`src/rtl/wt_dcache_rd_arb.sv`:
```
// wt_dcache_rd_arb
// Scheduler for the shared read / word-write port of the write-through L1
// dcache data and tag SRAMs. NumPorts read requesters plus the write buffer's
// single-word write compete for one access per cycle; cacheline refills and
// invalidations from the miss unit (wr_cl_vld_i) always take precedence.
//
// Requesters split into a high class (rd_prio_i=1) and a low class
// (rd_prio_i=0 plus the word write at virtual index NumPorts). Each class
// is served round robin. A starvation counter forces the low class through
// after StarveLimit consecutive denied cycles.
//
// Optional feature macro: WT_DCACHE_ARB_PERF_EN
//   defined     -> perf_conflict_o counts cycles with a pending, unacked request
//   not defined -> perf_conflict_o is tied to zero and no counter is built
module wt_dcache_rd_arb #(
  parameter int unsigned NumPorts    = 4,
  parameter int unsigned IdxWidth    = 8,
  parameter int unsigned OffWidth    = 4,
  parameter int unsigned TagWidth    = 20,
  parameter int unsigned StarveLimit = 8
) (
  input  logic                             clk_i,
  input  logic                             rst_ni,
  input  logic [NumPorts-1:0]              rd_prio_i,
  input  logic [NumPorts-1:0]              rd_req_i,
  input  logic [NumPorts-1:0]              rd_tag_only_i,
  input  logic [NumPorts*TagWidth-1:0]     rd_tag_i,
  input  logic [NumPorts*IdxWidth-1:0]     rd_idx_i,
  input  logic [NumPorts*OffWidth-1:0]     rd_off_i,
  output logic [NumPorts-1:0]              rd_ack_o,
  input  logic                             wr_req_i,
  input  logic [IdxWidth-1:0]              wr_idx_i,
  input  logic [OffWidth-1:0]              wr_off_i,
  output logic                             wr_ack_o,
  input  logic                             wr_cl_vld_i,
  output logic                             sram_en_o,
  output logic                             sram_we_o,
  output logic                             sram_tag_only_o,
  output logic [TagWidth-1:0]              sram_tag_o,
  output logic [IdxWidth-1:0]              sram_idx_o,
  output logic [OffWidth-1:0]              sram_off_o,
  output logic                             rsp_vld_o,
  output logic [$clog2(NumPorts)-1:0]      rsp_port_o,
  output logic                             rsp_tag_only_o,
  output logic [31:0]                      perf_conflict_o
);

  localparam int unsigned PortW   = $clog2(NumPorts);
  localparam int unsigned LowW    = $clog2(NumPorts + 1);
  localparam int unsigned StarveW = $clog2(StarveLimit + 1);

  logic [PortW-1:0]   hi_ptr_r;
  logic [LowW-1:0]    lo_ptr_r;
  logic [StarveW-1:0] starve_r;
  logic               rsp_vld_r;
  logic [PortW-1:0]   rsp_port_r;
  logic               rsp_tag_only_r;

  logic [NumPorts-1:0] hi_req_s;
  logic [NumPorts:0]   lo_req_s;
  logic                hi_found_s;
  logic                lo_found_s;
  logic [PortW-1:0]    hi_sel_s;
  logic [LowW-1:0]     lo_sel_s;
  logic [PortW-1:0]    hi_cand_s;
  logic [LowW-1:0]     lo_cand_s;
  logic                starve_sat_s;
  logic                gnt_hi_s;
  logic                gnt_lo_s;
  logic                gnt_wr_s;
  logic                gnt_rd_s;
  logic [PortW-1:0]    gnt_port_s;

  // The word write occupies the top slot of the low-class request vector.
  assign hi_req_s     = rd_req_i & rd_prio_i;
  assign lo_req_s     = {wr_req_i, rd_req_i & ~rd_prio_i};
  assign starve_sat_s = (starve_r == StarveW'(StarveLimit));

  // Round-robin search of the high class, starting at its pointer.
  always_comb begin
    hi_found_s = 1'b0;
    hi_sel_s   = '0;
    hi_cand_s  = '0;
    for (int unsigned k = 0; k < NumPorts; k++) begin
      hi_cand_s  = PortW'((32'(hi_ptr_r) + k) % NumPorts);
      hi_sel_s   = (!hi_found_s && hi_req_s[hi_cand_s]) ? hi_cand_s : hi_sel_s;
      hi_found_s = hi_found_s | hi_req_s[hi_cand_s];
    end
  end

  // Round-robin search of the low class (ports plus word write).
  always_comb begin
    lo_found_s = 1'b0;
    lo_sel_s   = '0;
    lo_cand_s  = '0;
    for (int unsigned k = 0; k <= NumPorts; k++) begin
      lo_cand_s  = LowW'((32'(lo_ptr_r) + k) % (NumPorts + 1));
      lo_sel_s   = (!lo_found_s && lo_req_s[lo_cand_s]) ? lo_cand_s : lo_sel_s;
      lo_found_s = lo_found_s | lo_req_s[lo_cand_s];
    end
  end

  // Class selection: refill blocks all, then starvation, then high, then low.
  always_comb begin
    gnt_hi_s = 1'b0;
    gnt_lo_s = 1'b0;
    if (wr_cl_vld_i) begin
      gnt_hi_s = 1'b0;
      gnt_lo_s = 1'b0;
    end else if (starve_sat_s && lo_found_s) begin
      gnt_lo_s = 1'b1;
    end else if (hi_found_s) begin
      gnt_hi_s = 1'b1;
    end else if (lo_found_s) begin
      gnt_lo_s = 1'b1;
    end else begin
      gnt_hi_s = 1'b0;
      gnt_lo_s = 1'b0;
    end
  end

  assign gnt_wr_s   = gnt_lo_s && (lo_sel_s == LowW'(NumPorts));
  assign gnt_rd_s   = gnt_hi_s || (gnt_lo_s && !gnt_wr_s);
  assign gnt_port_s = gnt_hi_s ? hi_sel_s : PortW'(lo_sel_s);

  // Acks and SRAM command muxed from the granted requester.
  always_comb begin
    rd_ack_o        = '0;
    wr_ack_o        = 1'b0;
    sram_en_o       = 1'b0;
    sram_we_o       = 1'b0;
    sram_tag_only_o = 1'b0;
    sram_tag_o      = '0;
    sram_idx_o      = '0;
    sram_off_o      = '0;
    if (gnt_wr_s) begin
      wr_ack_o   = 1'b1;
      sram_en_o  = 1'b1;
      sram_we_o  = 1'b1;
      sram_idx_o = wr_idx_i;
      sram_off_o = wr_off_i;
    end else if (gnt_rd_s) begin
      rd_ack_o[gnt_port_s] = 1'b1;
      sram_en_o            = 1'b1;
      sram_tag_only_o      = rd_tag_only_i[gnt_port_s];
      sram_tag_o           = rd_tag_i[gnt_port_s*TagWidth +: TagWidth];
      sram_idx_o           = rd_idx_i[gnt_port_s*IdxWidth +: IdxWidth];
      sram_off_o           = rd_off_i[gnt_port_s*OffWidth +: OffWidth];
    end else begin
      sram_en_o = 1'b0;
    end
  end

  // Round-robin pointers and starvation counter; frozen while a refill owns the SRAM.
  always_ff @(posedge clk_i or negedge rst_ni) begin
    if (!rst_ni) begin
      hi_ptr_r <= '0;
      lo_ptr_r <= '0;
      starve_r <= '0;
    end else if (!wr_cl_vld_i) begin
      if (gnt_hi_s) begin
        hi_ptr_r <= (hi_sel_s == PortW'(NumPorts - 1)) ? '0 : hi_sel_s + 1'b1;
      end else begin
        hi_ptr_r <= hi_ptr_r;
      end
      if (gnt_lo_s) begin
        lo_ptr_r <= (lo_sel_s == LowW'(NumPorts)) ? '0 : lo_sel_s + 1'b1;
      end else begin
        lo_ptr_r <= lo_ptr_r;
      end
      if (gnt_lo_s || !lo_found_s) begin
        starve_r <= '0;
      end else if (!starve_sat_s) begin
        starve_r <= starve_r + 1'b1;
      end else begin
        starve_r <= starve_r;
      end
    end else begin
      hi_ptr_r <= hi_ptr_r;
      lo_ptr_r <= lo_ptr_r;
      starve_r <= starve_r;
    end
  end

  // Response tag: remembers which port owns the read data returning next cycle.
  always_ff @(posedge clk_i or negedge rst_ni) begin
    if (!rst_ni) begin
      rsp_vld_r      <= 1'b0;
      rsp_port_r     <= '0;
      rsp_tag_only_r <= 1'b0;
    end else begin
      rsp_vld_r <= gnt_rd_s;
      if (gnt_rd_s) begin
        rsp_port_r     <= gnt_port_s;
        rsp_tag_only_r <= rd_tag_only_i[gnt_port_s];
      end else begin
        rsp_port_r     <= rsp_port_r;
        rsp_tag_only_r <= rsp_tag_only_r;
      end
    end
  end

  assign rsp_vld_o      = rsp_vld_r;
  assign rsp_port_o     = rsp_port_r;
  assign rsp_tag_only_o = rsp_tag_only_r;

`ifdef WT_DCACHE_ARB_PERF_EN
  logic [31:0] perf_r;
  logic        denied_s;

  assign denied_s = (|(rd_req_i & ~rd_ack_o)) | (wr_req_i & ~wr_ack_o);

  // Saturating count of cycles in which some request waited.
  always_ff @(posedge clk_i or negedge rst_ni) begin
    if (!rst_ni) begin
      perf_r <= 32'd0;
    end else if (denied_s && (perf_r != 32'hFFFF_FFFF)) begin
      perf_r <= perf_r + 32'd1;
    end else begin
      perf_r <= perf_r;
    end
  end

  assign perf_conflict_o = perf_r;
`else
  assign perf_conflict_o = 32'd0;
`endif

endmodule

```
`config.mk`:
```
export PLATFORM = sky130hd
export DESIGN_NAME = wt_dcache_rd_arb
export DESIGN_NICKNAME = d
export VERILOG_FILES = /design/src/rtl/wt_dcache_rd_arb.sv
export SDC_FILE = /design/constraint.sdc
export NUM_CORES = 1
export LEC_CHECK = 0
export ABC_CLOCK_PERIOD_IN_PS = 18400
export BUFFER_PORTS_ARGS = -buffer_cell sky130_fd_sc_hd__buf_2
export CORE_AREA = 10 10 107 109
export DETAILED_ROUTE_END_ITERATION = 8
export DIE_AREA = 0 0 117 119
export PLACE_DENSITY = 0.91
export SYNTH_ARGS = -nofsm -noshare
export SYNTH_HDL_FRONTEND = slang
export SYNTH_SLANG_ARGS = --single-unit
```
`constraint.sdc`:
```
create_clock -name clk_i -period 18.4 [get_ports clk_i]
set_input_delay 2.76 -clock clk_i [delete_from_list [all_inputs] [get_ports clk_i]]
set_output_delay 2.76 -clock clk_i [all_outputs]
set_load 0.01 [all_outputs]
```
==> reports/results.tsv, run 1 <==
stage	metric	value	unit
sta	fmax	97.73	MHz
floorplanning	dieArea	13920	um^2
sta	fin_skew	0.5829	ps
setup_path	setup.worst_path.start	lo_ptr_r[0]$_DFFE_PN0P_	
setup_path	path_max_fanout	45	
floorplanning	ioPinCount	232	
clocking	cts_buffer_depth	2	
clocking	clk_pin_slew_worst_paths	60	ps
worst_hold_path	hold_path.class	flop to flop	
finish	area_growth	17.76	%
placement	finalWeightedCongestion	0.9732	
sta	finalSetupTns	0	ps
floorplanning	rows	36	
sta	tightest_slew	957.8	ps
run_status	outcome	completed	
logic_synthesis	yosysTopAreaCellShare	10.39	%
logic_synthesis	yosys_warnings	0	
floorplanning	die_y	119	um
sta	finalCriticalPeriod	10230	ps
route	wl	18220	um
logic_synthesis	synth-main-ff-cell	dfrtp_1	
setup_path	r2r_start	lo_ptr_r[0]$_DFFE_PN0P_	
logic_synthesis	yosysTopAreaCell	mux2i_1	
logic_synthesis	ys_types	89	
clocking	clk_latency	240	ps
placement	dpl_cell_area	5285	um^2
route	via_per_inst	6.113	
logic_synthesis	synth_edf_count	0	
sta	hold_viol_final	0	
route	drt_iter0_markers	465	
sta	final-max-slew-violation-count	0	
route	wl_per_cell	21.41	um
sta	rsz0062_at_grt	no	
grt	grt.total_usage	24.47	%
clocking	cts_setup_buffers	0	
clocking	root_buffer	clkbuf_8	
route	firstDrtPassIters	5	
grt	gr-total-overflow	0	
floorplanning	coreArea	9459	um^2
logic_synthesis	yosysSeqAreaShare	7.182	%
clocking	ctsHoldBuffers	0	
worst_hold_path	hp-start	rsp_port_o[1]$_DFFE_PN0P_	
setup_path	cp.arrival	7470	ps
setup_path	cp-end-kind	primary output	
route	antenna_left	0	
logic_synthesis	netlist_instances	576	
floorplanning	die_x	117	um
logic_synthesis	syn_avg_cell_area	7.863	um^2
clocking	cts_made_buffers	3	
sta	setup_viol	0	
clocking	cts_tree	done	
logic_synthesis	synth_area	4529	um^2
logic_synthesis	yosys-top-cells-area	mux2i_1 (10%), buf_4 (7.5%), dfrtp_1 (7.2%)	
grt	grt_pass1_wl	27420	um
grt	antenna_found_initial	1	
grt	grt_max_degree	58	
finish	fillers	858	
finish	fin_area	5334	um^2
setup_path	critical_path_class	flop to primary output	
logic_synthesis	async_flop_share	100.0	%
route	drcViolationCount	0	
finish	final_layout_size_suffix_gt1_share	36.41	%
finish	final_net_count	918	
route	vias	5202	
clocking	clock_sinks	13	
sta	timing.final.crit_share	55.61	%
setup_path	cp-start-kind	flop	
setup_path	required	15640	ps
logic_synthesis	synth_seq_cells	13	
floorplanning	start_util	47.88	%
sta	relSlewSlack	36.14	%
placement	post-dp-hpwl	15380	um
clocking	post_cts_resized	0	
placement	port_buffers	199	
flow_run	maxCapViolCount	0	
grt	grt_pass1_vias	5024	
clocking	htree_num_levels	1	
## cell usage in the layout, fill, tap and decap left out, drive strengths merged, types with 4 or more instances in the layout
| master | n |
|---|---|
| buf | 202 |
| mux2i | 47 |
| nand2 | 46 |
| a211oi | 39 |
| a21oi | 36 |
| conb | 32 |
| inv | 31 |
| nor2 | 27 |
| o21ai | 26 |
| o22ai | 25 |
| ha | 24 |
| o31ai | 15 |
| nand2b | 14 |
| dfrtp | 13 |
| nor3 | 10 |
| a31oi | 9 |
| nand3 | 8 |
| nor2b | 8 |
| nand3b | 6 |
| or2 | 6 |
| xnor2 | 6 |
| or3b | 6 |
| nor4 | 5 |
| and2 | 5 |
| o2111ai | 5 |
| o211ai | 5 |
| a2bb2oi | 4 |
| and3 | 4 |
| o21bai | 4 |
| o21a | 4 |
## metrics by stage
step           hold slack (ps)  setup WS, ps  util (%)  instances
6_report                 485.5          8167     56.39        851
5_1_grt                  507.2          7664     56.39        851
4_1_cts                  487.6          8319     56.36        850
3_5_place_dp             469.0          8607     55.87        846
3_3_place_gp             472.9          8810     55.87        846
2_1_floorplan            491.8          9952         -        607
## area by class of cell
cell class                 instances  area (um^2)  area share (%)
multi-input combinational        486         3680           68.99
timing repair buffer             202         1018           19.09
sequential                        13        325.3           6.099
tap                              114        142.6           2.674
inverter                          31        118.9           2.228
clock buffer                       3        41.29          0.7741
clock inverter                     1        5.005         0.09383
antenna                            1        2.502         0.04692
## metal layers
layer	routed length [um]	global-route usage (%)	vias to the layer above	share of wire (%)
li1	-	-	2436	-
met1	6622	28.13	2438	36
met2	9365	43.90	280	51
met3	1684	5.622	48	9.2
met4	545	6.337	0	3.0
met5	0	0	-	0
## Yosys cell counts, types with 10 or more instances
library cell  count
o31ai_1          14
nor3_1           10
nand2_1          46
a211oi_1         37
dfrtp_1          13
inv_1            27
clkbuf_1         13
buf_4            45
o21ai_0          22
ha_1             24
mux2i_1          47
nor2_1           27
buf_2            10
nand2b_1         12
o22ai_2          17
a21oi_1          33
## state kept, by name, indices dropped and copies added, names as in the netlist, named ones only
name            flops
rsp_port_o          2
rsp_vld_o           1
rsp_tag_only_o      1
lo_ptr_r            3
hi_ptr_r            1
starve_r            4
## path summary, 6_finish.rpt
check	to	slack, ps	cells past startpoint
max	sram_tag_o[19]	8170	18
min	rsp_port_o[1]$_DFFE_PN0P_	490	1
max reg2reg	rsp_tag_only_o$_DFFE_PN0P_	11270	17
min reg2reg	rsp_port_o[1]$_DFFE_PN0P_	490	1
max in group asynchronous	rsp_port_o[0]$_DFFE_PN0P_	15780	1
min in group asynchronous	rsp_port_o[1]$_DFFE_PN0P_	2390	1
## cell families after synthesis
group                    synth area share, %
XOR/XNOR                               2.127
AO/OA/AOI/OAI                          36.55
flip-flops                             7.182
adder cells (fa/ha/maj)                7.072
AND/OR/NAND/NOR                        20.28
other                                0.08279
multiplexers                           12.38
buffers and inverters                  14.34
## critical path: stages, from the launching register on
cell and delay, ps:
dfrtp_1 320, buf_4 390, inv_1 380, ha_1 790
inv_1 260, ha_1 320, or3b_1 360, o22ai_1 260
or2_2 200, ha_1 260, mux4_2 440, a211oi_1 440
a32oi_4 160, a41oi_2 560, nand2b_4 450, a21o_1 670
nand2b_4 510, o22ai_1 230, buf_2 190
Power of run 1 is not shown: default switching activity piles up to over one toggle a cycle in this logic, so the estimate is an artifact.
==> inputs of run 2 (changes only) <==
==> config.mk (replaced) <==
export PLATFORM = sky130hd
export DESIGN_NAME = wt_dcache_rd_arb
export DESIGN_NICKNAME = d
export VERILOG_FILES = /design/src/rtl/wt_dcache_rd_arb.sv
export SDC_FILE = /design/constraint.sdc
export NUM_CORES = 1
export LEC_CHECK = 0
export ABC_AREA = 1
export ABC_CLOCK_PERIOD_IN_PS = 9490
export BUFFER_PORTS_ARGS = -buffer_cell sky130_fd_sc_hd__buf_2
export CORE_AREA = 10 10 106 108
export DETAILED_ROUTE_END_ITERATION = 8
export DIE_AREA = 0 0 116 118
export PLACE_DENSITY = 0.88
export SYNTH_ARGS = -nofsm -noshare
export SYNTH_HDL_FRONTEND = slang
export SYNTH_SLANG_ARGS = --single-unit
==> constraint.sdc (replaced) <==
create_clock -name clk_i -period 9.49 [get_ports clk_i]
set_input_delay 1.4235 -clock clk_i [delete_from_list [all_inputs] [get_ports clk_i]]
set_output_delay 1.4235 -clock clk_i [all_outputs]
set_load 0.01 [all_outputs]
==> reports/results.tsv, run 2 <==
stage	metric	value	unit
run_status	outcome	completed	
finish	final_common_cell	buf_2	
logic_synthesis	ys_types	43	
floorplanning	ioPinCount	232	
finish	final_layout_size_suffix_gt1_share	26.16	%
sta	timing.final.crit_share	82.13	%
logic_synthesis	yosysTopAreaCellShare	19.86	%
grt	grt_max_degree	70	
grt	grt.total_usage	21.25	%
logic_synthesis	yosysTopAreaCell	nand3_1	
worst_hold_path	hp-start	rsp_tag_only_o$_DFFE_PN0P_	
setup_path	path_max_fanout	69	
setup_path	cp_slowest_cell	nand2_2	
grt	gr-total-overflow	0	
setup_path	r2r_start	lo_ptr_r[0]$_DFFE_PN0P_	
logic_synthesis	synth_seq_cells	13	
route	drcViolationCount	0	
setup_path	cp_top_family	simple AND/OR/NAND/NOR gates	
logic_synthesis	yosys-top-cells-area	nand3_1 (20%), nand2_1 (17%), inv_1 (11%)	
route	firstDrtPassIters	6	
placement	dpl_cell_area	4987	um^2
clocking	ctsHoldBuffers	0	
placement	post-dp-hpwl	12920	um
floorplanning	die_y	118	um
grt	grt.busiest_layer	met2	
grt	antenna_found_initial	2	
setup_path	crit_top_cell	nand2_1	
route	via_per_inst	5.100	
finish	fillers	948	
logic_synthesis	async_flop_share	100.0	%
route	wl	15850	um
clocking	clk_pin_slew_worst_paths	70	ps
route	antenna_left	0	
finish	final_net_count	1107	
logic_synthesis	synth-main-ff-cell	dfrtp_1	
logic_synthesis	synthTopCellsByCount	nand2_1 (192), nand3_1 (165), inv_1 (121)	
sta	fin_skew	9.066	ps
floorplanning	dieArea	13690	um^2
logic_synthesis	synth_edf_count	0	
placement	finalWeightedCongestion	1.025	
finish	largest_register_ffs	4	
floorplanning	rows	35	
logic_synthesis	yosysSeqAreaShare	7.824	%
finish	area_growth	21.07	%
logic_synthesis	syn_avg_cell_area	5.492	um^2
sta	setup_viol	0	
setup_path	cp.arrival	6370	ps
route	wl_per_cell	15.29	um
route	drt_iter0_markers	580	
clocking	clk_latency	250	ps
clocking	cts_buffer_depth	2	
grt	grt_pass1_vias	4798	
setup_path	setup.worst_path.start	lo_ptr_r[0]$_DFFE_PN0P_	
sta	relSlewSlack	19.54	%
sta	fmax	128.3	MHz
sta	tightest_slew	1203	ps
floorplanning	start_util	45.65	%
setup_path	cp-end-kind	primary output	
clocking	root_buffer	clkbuf_8	
worst_hold_path	hold_path.class	flop to flop	
clocking	post_cts_resized	0	
setup_path	crit_buf_inv	7	
floorplanning	die_x	116	um
grt	grt_pass1_wl	24250	um
finish	fin_area	5034	um^2
setup_path	cpPeakStageDelay	880	ps
clocking	cts_tree	done	
logic_synthesis	yosysMostFrequentCell	nand2_1	
floorplanning	coreArea	9109	um^2
clocking	htree_num_levels	1	
clocking	clock_sinks	13	
clocking	cts_setup_buffers	0	
placement	port_buffers	199	
grt	met1_usage	25.31	%
sta	hold_viol_final	0	
route	vias	5284	
grt	grt_use_met2	37.33	%
logic_synthesis	synth_area	4158	um^2
flow_run	maxCapViolCount	0	
setup_path	required	8070	ps
setup_path	cp-start-kind	flop	
logic_synthesis	netlist_instances	757	
sta	final-max-slew-violation-count	0	
grt	use_met3	5.250	%
logic_synthesis	yosys_warnings	0	
finish	final_cell_mix	buf_2 (199), nand2_1 (192), nand3_1 (165), inv_1 (121), conb_1 (32)	
sta	finalSetupTns	0	ps
setup_path	critical_path_class	flop to primary output	
sta	rsz0062_at_grt	no	
finish	antenna_cells	0	
sta	finalCriticalPeriod	7794	ps
finish	top_register	starve_r	
clocking	cts_made_buffers	3	
## run 2: worst min-delay path, stage by stage (launching register included)
cell and delay, ps:
dfrtp_1 350, nand2_1 60, nand2_1 50
## run 2: path summary, 6_finish.rpt
check	slack, ps	end	depth (start not counted)
min in group asynchronous	1050	asynchronous set/reset pin	1
max in group asynchronous	8190	rsp_port_o[1]$_DFFE_PN0P_	1
hold reg to reg	490	rsp_tag_only_o$_DFFE_PN0P_	2
setup reg to reg	3400	rsp_tag_only_o$_DFFE_PN0P_	32
hold / removal	490	rsp_tag_only_o$_DFFE_PN0P_	2
setup / recovery	1700	sram_tag_o[11]	32
## run 2: cells by family after synthesis
| group | share of synthesized area, % |
|---|---|
| AND/OR/NAND/NOR | 50.71 |
| buffers and inverters | 22.33 |
| AO/OA/AOI/OAI | 8.847 |
| adder cells (fa/ha/maj) | 7.704 |
| flip-flops | 7.824 |
| XOR/XNOR | 2.498 |
| other | 0.09019 |
## run 2: final cells by class
class | count | area, um^2 | area share, %
Sequential cell | 13 | 325.3 | 6.463
Clock inverter | 1 | 5.005 | 0.09943
Tap cell | 111 | 138.9 | 2.759
Clock buffer | 3 | 41.29 | 0.8203
Multi-Input combinational cell | 575 | 3020 | 60.01
Timing Repair Buffer | 200 | 1003 | 19.94
Inverter | 133 | 499.2 | 9.918
## run 2: metrics by stage
| step | utilization, % | setup WS [ps] | cells | hold slack (ps) |
|---|---|---|---|---|
| floorplan | - | 3715 | 788 | 508.5 |
| global placement | 54.75 | 2226 | 1032 | 459.8 |
| detailed placement | 54.75 | 2069 | 1032 | 472.4 |
| CTS | 55.26 | 1783 | 1036 | 489.9 |
| global route | 55.26 | 1007 | 1036 | 526.0 |
| finish | 55.26 | 1696 | 1036 | 494.3 |
## run 2: per-layer routing
layer / part of all wire (%) / vias to the layer above
li1: - / 2695
met1: 39 / 2307
met2: 49 / 250
met3: 10 / 28
met4: 1.6 / 4
met5: 0.13 / -
Power of run 2 is left out for the same reason.
==> inputs of run 3 (changes only) <==
--- a/config.mk
+++ b/config.mk
@@ -6,7 +6,7 @@
 export NUM_CORES = 1
 export LEC_CHECK = 0
 export ABC_AREA = 1
-export ABC_CLOCK_PERIOD_IN_PS = 9490
+export ABC_CLOCK_PERIOD_IN_PS = 7400
 export BUFFER_PORTS_ARGS = -buffer_cell sky130_fd_sc_hd__buf_2
 export CORE_AREA = 10 10 106 108
 export DETAILED_ROUTE_END_ITERATION = 8
==> constraint.sdc (replaced) <==
create_clock -name clk_i -period 7.4 [get_ports clk_i]
set_input_delay 1.11 -clock clk_i [delete_from_list [all_inputs] [get_ports clk_i]]
set_output_delay 1.11 -clock clk_i [all_outputs]
set_load 0.01 [all_outputs]
==> reports/results.tsv, run 3 (synthesis gave the netlist of run 2 again) <==
stage	metric	value	unit
route	route.met2.wl	7899	um
route	antenna_left	0	
floorplanning	ioPinCount	232	
sta	fmax	149.7	MHz
clocking	htree_num_levels	1	
finish	area_growth	21.64	%
floorplanning	rows	35	
clocking	clock_sinks	13	
route	firstDrtPassIters	5	
setup_path	r2r_end	rsp_port_o[0]$_DFFE_PN0P_	
sta	timing.final.crit_share	90.28	%
floorplanning	start_util	45.65	%
grt	antenna_found_initial	3	
setup_path	path_max_fanout	27	
clocking	cts_made_buffers	3	
route	wl	15810	um
route	drcViolationCount	0	
placement	port_buffers	199	
setup_path	r2r_start	lo_ptr_r[1]$_DFFE_PN0P_	
floorplanning	die_y	118	um
grt	gr-total-overflow	0	
clocking	clk_latency	250	ps
clocking	cts_buffer_depth	2	
setup_path	crit_top_cell	nand2_1	
finish	largest_register_ffs	4	
finish	final_common_cell	buf_2	
grt	grt_max_degree	70	
clocking	root_buffer	clkbuf_8	
sta	hold_viol_final	0	
run_status	outcome	completed	
route	vias	5357	
grt	grt_pass1_wl	24380	um
flow_run	maxCapViolCount	0	
sta	final-max-slew-violation-count	0	
route	via_per_inst	5.146	
placement	post-dp-hpwl	12990	um
route	dr_wl_met3	1576	um
setup_path	worstSetupEndpoint	sram_tag_o[4]	
sta	finalSetupTns	0	ps
sta	tightest_slew	989.3	ps
setup_path	cp.arrival	5570	ps
floorplanning	coreArea	9109	um^2
setup_path	cp_slowest_cell	dfrtp_1	
sta	relSlewSlack	33.80	%
setup_path	rrSetupSlack	2180	ps
sta	rsz0062_at_grt	no	
sta	fin_skew	4.671	ps
finish	final_net_count	1109	
clocking	cts_tree	done	
setup_path	required	6290	ps
setup_path	cp-end-kind	primary output	
clocking	clk_pin_slew_worst_paths	70	ps
worst_hold_path	hold_path.class	flop to flop	
grt	grt.total_usage	20.96	%
route	drt-met1-wl	6002	um
setup_path	cpPeakStageDelay	480	ps
floorplanning	dieArea	13690	um^2
finish	final_layout_size_suffix_gt1_share	26.43	%
setup_path	setup.worst_path.start	lo_ptr_r[1]$_DFFE_PN0P_	
route	top_layer	met4	
setup_path	cp-start-kind	flop	
grt	grt_pass1_vias	4902	
setup_path	worstRegToRegCells	33	
finish	fillers	939	
route	wl_per_cell	15.19	um
sta	finalCriticalPeriod	6680	ps
finish	top_register	starve_r	
route	drt_iter0_markers	662	
finish	final_cell_mix	buf_2 (199), nand2_1 (192), nand3_1 (165), inv_1 (121), conb_1 (32)	
sta	holdWs	477.8	ps
sta	setup_viol	0	
placement	finalWeightedCongestion	0.9975	
setup_path	critical_path_class	flop to primary output	
floorplanning	die_x	116	um
==> run 3: per-stage QoR <==
step                instances  area (um^2)  util [%]  setup WS, ps
floorplan                 788         4274         -          1939
global placement         1034         5002     54.92          1014
detailed placement       1034         5002     54.92         898.2
CTS                      1038         5049     55.43         579.6
global route             1040         5055     55.49         167.0
finish                   1041         5057     55.52         719.6
==> run 3: repair_timing <==
| item | in CTS | in global routing |
|---|---|---|
| setup buffers | 0 | 0 |
| gates resized for setup | 0 | 1 |
| hold buffers | 0 | 0 |
| setup endpoints to repair | 0 | 1 |
==> run 3: cell type report <==
class	instances	area (um^2)	share of cell area (%)
antenna	3	7.507	0.1484
clock buffer	3	41.29	0.8164
clock inverter	1	5.005	0.09896
inverter	133	499.2	9.871
multi-input combinational	575	3020	59.72
sequential	13	326.6	6.457
tap	111	138.9	2.746
timing repair buffer	202	1018	20.14
==> run 3: worst min-delay path by stage <==
| stage | from | end | slack [ps] | cells past startpoint |
|---|---|---|---|---|
| after floorplan | rsp_port_o[1]$_DFFE_PN0P_ | rsp_port_o[1]$_DFFE_PN0P_ | 510 | 2 |
| after global placement | rsp_port_o[1]$_DFFE_PN0P_ | rsp_port_o[1]$_DFFE_PN0P_ | 460 | 2 |
| after detailed placement | rsp_tag_only_o$_DFFE_PN0P_ | rsp_tag_only_o$_DFFE_PN0P_ | 470 | 2 |
| after CTS | rsp_tag_only_o$_DFFE_PN0P_ | rsp_tag_only_o$_DFFE_PN0P_ | 490 | 2 |
| after global routing | rsp_tag_only_o$_DFFE_PN0P_ | rsp_tag_only_o$_DFFE_PN0P_ | 500 | 2 |
| final | rsp_tag_only_o$_DFFE_PN0P_ | rsp_tag_only_o$_DFFE_PN0P_ | 480 | 2 |
==> run 3: worst max-delay path, delay by kind of cell (launching register included) <==
kind | cells | cell delay [ps]
simple gates | 19 | 2440
buf+inv | 8 | 1030
fa+ha+maj | 4 | 870
flops | 1 | 480
compound gates | 1 | 250
xor+xnor | 1 | 240
==> run 3: metal layers <==
layer / vias up / global-route usage (%)
li1: 2701 / -
met1: 2393 / 24.87
met2: 237 / 36.98
met3: 26 / 4.485
met4: 0 / 4.695
met5: - / 0
Power of run 3 is left out for the same reason.
